[src/rtl/regfile_scoreboard.sv]
// Register file with two combinational read ports, one write-back port, same-cycle
// write-through bypass and a busy-bit scoreboard that decides whether decode may issue.
module regfile_scoreboard #(
  parameter int REG_WIDTH      = 32,
  parameter int REG_FILE_DEPTH = 32,
  parameter int REG_DIR_WIDTH  = 5,
  parameter bit ZERO_REG       = 1'b1,
  parameter bit BYPASS         = 1'b1
) (
  input  logic                     clk,
  input  logic                     rst,
  input  logic [REG_DIR_WIDTH-1:0] readr1,
  input  logic [REG_DIR_WIDTH-1:0] readr2,
  output logic [REG_WIDTH-1:0]     readd1,
  output logic [REG_WIDTH-1:0]     readd2,
  input  logic                     issue_valid,
  input  logic                     issue_wen,
  input  logic [REG_DIR_WIDTH-1:0] issue_dest,
  output logic                     issue_ready,
  input  logic                     RegWrite,
  input  logic [REG_DIR_WIDTH-1:0] writer,
  input  logic [REG_WIDTH-1:0]     writedata,
  input  logic                     flush,
  output logic [REG_DIR_WIDTH:0]   busy_count
);

  logic [REG_WIDTH-1:0]      RegFile [REG_FILE_DEPTH];
  logic [REG_FILE_DEPTH-1:0] busy;
  logic [REG_FILE_DEPTH-1:0] busy_nxt;

  logic wr_en;
  logic byp1, byp2;
  logic src1_haz, src2_haz, waw_haz;
  logic fire, set_en, inc, dec;

  assign wr_en = RegWrite && !(ZERO_REG && (writer == '0));
  assign byp1  = BYPASS && RegWrite && (writer == readr1);
  assign byp2  = BYPASS && RegWrite && (writer == readr2);

  // A write-back to the destination releases the old reservation even without bypass,
  // so the write-after-write check ignores BYPASS.
  assign src1_haz = busy[readr1] && !byp1 && !(ZERO_REG && (readr1 == '0));
  assign src2_haz = busy[readr2] && !byp2 && !(ZERO_REG && (readr2 == '0));
  assign waw_haz  = issue_wen && busy[issue_dest] && !(RegWrite && (writer == issue_dest));

  assign issue_ready = !rst && !flush && !src1_haz && !src2_haz && !waw_haz;
  assign fire        = issue_valid && issue_ready;
  assign set_en      = fire && issue_wen && !(ZERO_REG && (issue_dest == '0));

  // Set is applied after clear so a same-register retire/reissue keeps the bit.
  assign inc = set_en && !busy[issue_dest];
  assign dec = RegWrite && busy[writer] && !(set_en && (issue_dest == writer));

  always_comb begin
    busy_nxt = busy;
    if (RegWrite) busy_nxt[writer] = 1'b0;
    if (set_en)   busy_nxt[issue_dest] = 1'b1;
  end

  always_ff @(posedge clk or posedge rst) begin
    if (rst) begin
      busy       <= '0;
      busy_count <= '0;
    end else if (flush) begin
      busy       <= '0;
      busy_count <= '0;
    end else begin
      busy <= busy_nxt;
      if (inc && !dec)      busy_count <= busy_count + 1'b1;
      else if (dec && !inc) busy_count <= busy_count - 1'b1;
    end
  end

  always_ff @(posedge clk or posedge rst) begin
    if (rst) begin
      for (int i = 0; i < REG_FILE_DEPTH; i++) RegFile[i] <= '0;
    end else if (wr_en) begin
      RegFile[writer] <= writedata;
    end
  end

  always_comb begin
    readd1 = RegFile[readr1];
    if (byp1) readd1 = writedata;
    if ((ZERO_REG && (readr1 == '0)) || rst) readd1 = '0;
  end

  always_comb begin
    readd2 = RegFile[readr2];
    if (byp2) readd2 = writedata;
    if ((ZERO_REG && (readr2 == '0)) || rst) readd2 = '0;
  end

endmodule

[config.mk]
export PLATFORM = sky130hd
export DESIGN_NAME = regfile_scoreboard
export DESIGN_NICKNAME = d
export VERILOG_FILES = /design/src/rtl/regfile_scoreboard.sv
export SDC_FILE = /design/constraint.sdc
export NUM_CORES = 2
export LEC_CHECK = 0
export CAP_MARGIN = 20
export CORE_MARGIN = 5
export CORE_UTILIZATION = 45
export CTS_CLUSTER_DIAMETER = 150
export DETAILED_ROUTE_END_ITERATION = 7
export GPL_ROUTABILITY_DRIVEN = 0
export PLACE_DENSITY_LB_ADDON = 0.2
export SYNTH_ARGS = -nofsm -noshare
export SYNTH_HDL_FRONTEND = slang
export SYNTH_SLANG_ARGS = --single-unit
export TNS_END_PERCENT = 50
[constraint.sdc]
create_clock -name clk -period 45.1 [get_ports clk]
set_input_delay 11.275 -clock clk [delete_from_list [all_inputs] [get_ports clk]]
set_output_delay 11.275 -clock clk [all_outputs]
set_load 0.1 [all_outputs]
* Yosys cells after proc, flatten, opt, wreduce, memory -nomap -nowiden
Cells that the tools add are included.
** Cells by class
- Muxes and demuxes :: 31
- Equality and inequality tests :: 4
- Magnitude comparators :: 10
- $add $sub $neg :: 2
- Bitwise gates (word level) :: 6
- Reductions and logical operators :: 49
** Operators by type and width (count)
- $bwmux 1024 :: 1
- $mux 32 :: 12
- $bmux 32 s5 :: 2
- $demux 32 s5 :: 1
- $and 32x32->32 :: 1
- $not 32->32 :: 1
- $or 32x32->32 :: 1
- $logic_and 1x1->1 :: 26
- $lt 5x6->1 const B :: 4
- $bmux 1 s5 :: 4
- $eq 5x5->1 :: 4
- $logic_not 5->1 :: 4
- $ge 6x6->1 const B :: 3
- $mux 6 :: 3
- $not 5->6 :: 3
- $logic_not 1->1 :: 16
- $demux 1 s5 :: 2
- $ge 5x1->1 const B :: 2
- $add 6x1->6 const B :: 1
- $lt 6x1->1 const B :: 1
- $mux 1 :: 6
- $sub 6x1->6 const B :: 1
- $reduce_bool 3->1 :: 1
- $logic_or 1x1->1 :: 2
** Word-level totals
- Word-level logic and storage cells :: 136
- Register bits after elaboration :: 1062
- Output and inout port bits :: 71

* Longest topological paths before layout
- Word-level depth :: 19
- Mapped depth :: 17
- Mapped depth without buffers :: 15

* Worst setup path after synthesis
Ideal clock, no wire load.
- Kind :: in2out
- Start :: input port readr2[0]
- End :: output port issue_ready
- Slack :: 16.520 ns
- Path buffers :: 2
- Arrival time :: 17.305 ns
- Required time :: 33.825 ns
- Stages :: 6
- Path through :: buf_2 > buf_4 > mux4_2 > a221oi_1 > o41ai_1 > a2111oi_0
** On the way
- Longest elaborated chain between the ends :: 8
- Elaborated cells between the ends (all ways) :: 12
- Classes of those cells :: eq/ne (1); mux (2); reduce/logical (9)
** RTL lines
- from (decl) :: RTL line 13 : input logic [REG_DIR_WIDTH-1:0] readr2,
- parallel branches: the longest is 4 deep, another holds $bmux 1 s5
- $logic_and 1x1->1 (*) :: RTL line 43 : assign src2_haz = busy[readr2] && !byp2 && !(ZERO_REG && (readr2 == '0));
- $logic_not 1->1 (*) :: RTL line 46 : assign issue_ready = !rst && !flush && !src1_haz && !src2_haz && !waw_haz;
- $logic_and 1x1->1 (*) (2 in series) :: RTL line 46
- to (decl) :: RTL line 19 : output logic issue_ready,
Every way passes the cells marked *. The select of a mux whose other input is x is not followed.

* Worst setup path in the final report
- Start :: input port readr1[1]
- End :: output port readd1[28]
** On the way
- Longest elaborated chain between the ends :: 6
- Elaborated cells between the ends (all ways) :: 10
- Classes of those cells :: eq/ne (1); mux (5); bitwise (1); reduce/logical (3)
** RTL lines
- from (decl) :: RTL line 12 : input logic [REG_DIR_WIDTH-1:0] readr1,
- $not 5->6 (implied by the code) :: RTL line 83 : readd1 = RegFile[readr1];
- $bmux 32 s5 :: RTL line 83
- $mux 32 (implied by the code) (2 in series) :: RTL line 83
- $mux 32 :: RTL line 84 : if (byp1) readd1 = writedata;
- $mux 32 (*) :: RTL line 85 : if ((ZERO_REG && (readr1 == '0)) || rst) readd1 = '0;
- to (decl) :: RTL line 14 : output logic [REG_WIDTH-1:0] readd1,
Every way passes the cells marked *; elsewhere a longest branch is shown, timed or not. The select of a mux whose other input is x is not followed.

==> load_flow_metrics.sql <==
INSERT INTO impl_metrics (metric_group, metric, value, unit) VALUES
('power', 'worst_ir_drop_vdd', '0.03699', 'mV'),
('route', 'detailedRoute.firstIterationViolations', '3826', ''),
('sta', 'timing_worst_slew_pin_value', '1.173', 'ns'),
('route', 'route.antenna.remaining_nets', '0', ''),
('logic_synthesis', 'synth.lib_cells_used.distinct', '62', ''),
('worst_setup_path', 'startpoint_type', 'input pin', ''),
('route', 'route.vias.total', '37535', ''),
('sta', 'slew-limit-headroom', '21.79', '%'),
('route', 'remaining_drc_errors', '0', ''),
('floorplan', 'num_rows', '131', ''),
('grt', 'grt.overflow.total', '0', ''),
('logic_synthesis', 'sequential_element_share_of_the_synthesized_area', '45.84', '%'),
('hold_path', 'hold_path_depth', '0', ''),
('status', 'status', 'completed', ''),
('power', 'total_power', '2.849', 'mW'),
('final_layout', 'utilization', '50.51', '%'),
('logic_synthesis', 'synth_top_cell_by_area', 'dfrtp_1', ''),
('sta', 'clock_skew', '0.01561', 'ns'),
('clocking', 'clk_latency', '0.73', 'ns'),
('power', 'cellLeakagePower', '27.39', 'nW'),
('sta', 'setup_failing_eps_final', '0', ''),
('grt', 'global_route_wire_length_before_repair', '281000', 'µm'),
('worst_setup_path', 'critPathArrivalTime', '17.00', 'ns'),
('sta', 'setup_repair_after_global_routing_missed_its_margin', 'false', ''),
('grt', 'antenna_found_initial', '5', ''),
('logic_synthesis', 'synth_top_flop_cell', 'dfrtp_1', ''),
('logic_synthesis', 'yosysMostFrequentCell', 'dfrtp_1', ''),
('floorplan', 'initial_utilization', '45.34', '%'),
('power', 'powerDensity', '44.11', 'nW/µm²'),
('floorplan', 'num_io_pins', '129', ''),
('clocking', 'cts_resized', '0', ''),
('logic_synthesis', 'netlist_area', '57970', 'µm²'),
('grt', 'grt_max_degree', '124', ''),
('hold_path', 'hold_path.class', 'flip-flop to flip-flop', ''),
('floorplan', 'floorplan.die.width', '368.9', 'µm'),
('floorplan', 'die_y', '368.9', 'µm'),
('logic_synthesis', 'synth_top_area_share', '45.84', '%'),
('route', 'via_per_inst', '6.701', ''),
('worst_setup_path', 'critical_path.endpoint_type', 'output pin', ''),
('clocking', 'clock_tree.root_cell', 'clkbuf_16', ''),
('run', 'max_cap_viol_count', '0', ''),
('logic_synthesis', 'yosys_warnings', '0', ''),
('worst_setup_path', 'r2r.worst_path.cells', '15', ''),
('worst_setup_path', 'worstSetupPathType', 'input pin to output pin', ''),
('clocking', 'cts.clk_slew.worst_paths', '0.06', 'ns'),
('place', 'place.detailed.hpwl', '102200', 'µm'),
('worst_setup_path', 'slack_of_the_worst_reg_to_reg_path', '41.10', 'ns'),
('sta', 'setup-tns-final', '0', 'ns'),
('logic_synthesis', 'top_cells_by_count_synth', 'dfrtp_1 (1062), mux2_2 (1048), mux4_2 (508), clkbuf_1 (300), mux2i_1 (198)', ''),
('logic_synthesis', 'ffs_w_async_s_r_synth', '100.0', '%'),
('logic_synthesis', 'number_of_nets_produced_by_synthesis', '4007', ''),
('floorplan', 'core-area', '127800', 'µm²'),
('sta', 'finalMaxSlewViolations', '0', ''),
('clocking', 'ctsHtreeMaxLevel', '3', ''),
('clocking', 'tritoncts_buffers', '117', ''),
('sta', 'clock.fmax', '0.03537', 'GHz'),
('logic_synthesis', 'synthCells', '3944', ''),
('logic_synthesis', 'post_synth_main_area_contributors', 'dfrtp_1 (46%), mux2_2 (20%), mux4_2 (20%)', ''),
('logic_synthesis', 'synth_seq_cells', '1062', ''),
('worst_setup_path', 'required_time_worst_endpoint', '33.83', 'ns'),
('place', 'port_buffers', '128', ''),
('route', 'drt_pass1_iterations', '5', ''),
('grt', 'grt_usage', '28.27', '%'),
('route', 'sum_of_routed_wire_length_over_all_layers', '191900', 'µm'),
('logic_synthesis', 'synth-edff-count', '0', ''),
('final_layout', 'layout_overhead_on_the_synthesized_area', '11.40', '%'),
('clocking', 'cts-hold-fix-buffers', '0', ''),
('final_layout', 'number_of_nets_in_the_final_layout', '3916', ''),
('final_layout', 'antennaDiodeCount', '0', ''),
('clocking', 'tritoncts', 'built', ''),
('route', 'avgRoutedWirePerCell', '34.27', 'µm'),
('grt', 'first_global_vias', '38279', ''),
('sta', 'period_share', '62.69', '%'),
('worst_setup_path', 'cp_max_fo', '59', ''),
('final_layout', 'drive_above_1_share', '48.82', '%'),
('floorplan', 'die-area', '136100', 'µm²'),
('logic_synthesis', 'syn_area_per_cell', '14.70', 'µm²'),
('final_layout', 'final.fill_count', '10840', ''),
('sta', 'finalCriticalPeriod', '28.27', 'ns'),
('sta', 'report.final.hold_viol_count', '0', ''),
('clocking', 'cts-root-to-sink-buffers', '3', ''),
('clocking', 'buffers_inserted_by_post_cts_timing_repair', '0', ''),
('clocking', 'cts_num_sinks', '1062', '');
[final timing paths]
kind | start | end
max | readr1[1] | readd1[28]
min | RegFile[1015] | RegFile[1015]
max in group asynchronous | rst | RegFile[777]
min in group asynchronous | rst | busy_count[5]
min reg2reg | RegFile[1015] | RegFile[1015]
max reg2reg | busy[0] | busy_count[5]
[logic make-up (layout without fill, tap and decap cells)]
kind of cell               after synthesis  count (layout)  synth area share [%]
DFF                                   1062            1062                 45.84
muxes                                 1754            1754                 43.51
and+or+nand+nor                        270             270                 2.327
AOI/OAI and AO/OA                      360             360                 4.474
xor gates and xnor gates                18              18                0.2719
buffers and inverters                  475             470                 3.453
adders and majority gates                5               5                0.1209
[final cells by class]
| cell class | instances | area [µm²] | area share, % |
|---|---|---|---|
| Clock inverter | 27 | 297.8 | 0.4611 |
| Tap cell | 1662 | 2079 | 3.220 |
| Sequential cell | 1062 | 26580 | 41.15 |
| Clock buffer | 178 | 3491 | 5.405 |
| Timing Repair Buffer | 244 | 2381 | 3.687 |
| Inverter | 21 | 86.33 | 0.1337 |
| Multi-Input combinational cell | 2407 | 29670 | 45.94 |
[layout by cell type (no fill, tap or decap), types with 63 or more instances in the layout]
cell	count
buf_4	108
a211oi_1	65
o22ai_1	63
clkdlybuf4s50_1	118
mux4_2	508
dfrtp_1	1062
mux2_2	1048
nand2_1	70
mux2i_1	198
clkbuf_16	122
[stage by stage]
step                      std cells  setup slack [ns]  hold slack, ns  instance area [µm²]
after floorplan                3944             3.931          0.4413                57970
after global placement         5385             16.92          0.3796                60530
after detailed placement       5387             16.91          0.3839                60560
after CTS                      5592             16.92          0.3986                64350
after global routing           5601             16.83          0.4050                64580
final                          5601             16.83          0.3961                64580
[critical path, stage by stage]
cell             delay [ns]
buf_8                  0.35
buf_4                  0.63
buf_4                  0.88
buf_4                  0.76
mux4_2                 0.34
mux4_2                 0.23
mux2i_1                0.08
a211oi_1               0.97
clkdlybuf4s50_1        1.31
[routing by layer]
metal / vias up / track usage [%] / routed length (µm)
met4: 2 / 7.144 / 5469
met5: - / 0 / 13
met2: 1692 / 43.23 / 86460
met3: 307 / 6.200 / 16210
li1: 15113 / - / -
met1: 20421 / 41.36 / 83790
[sequential cells by signal, summed over array words and instances, names as in the netlist]
name,flops
RegFile,1024
busy_count,6
busy,32
[where the power goes]
| part | switching (mW) | internal (mW) | total (mW) |
|---|---|---|---|
| clock | 0.405 | 0.557 | 0.961 |
| sequential | 0.121 | 1.13 | 1.25 |
| combinational | 0.287 | 0.351 | 0.638 |
| total | 0.812 | 2.04 | 2.85 |
(Power assumes the default switching activity.)
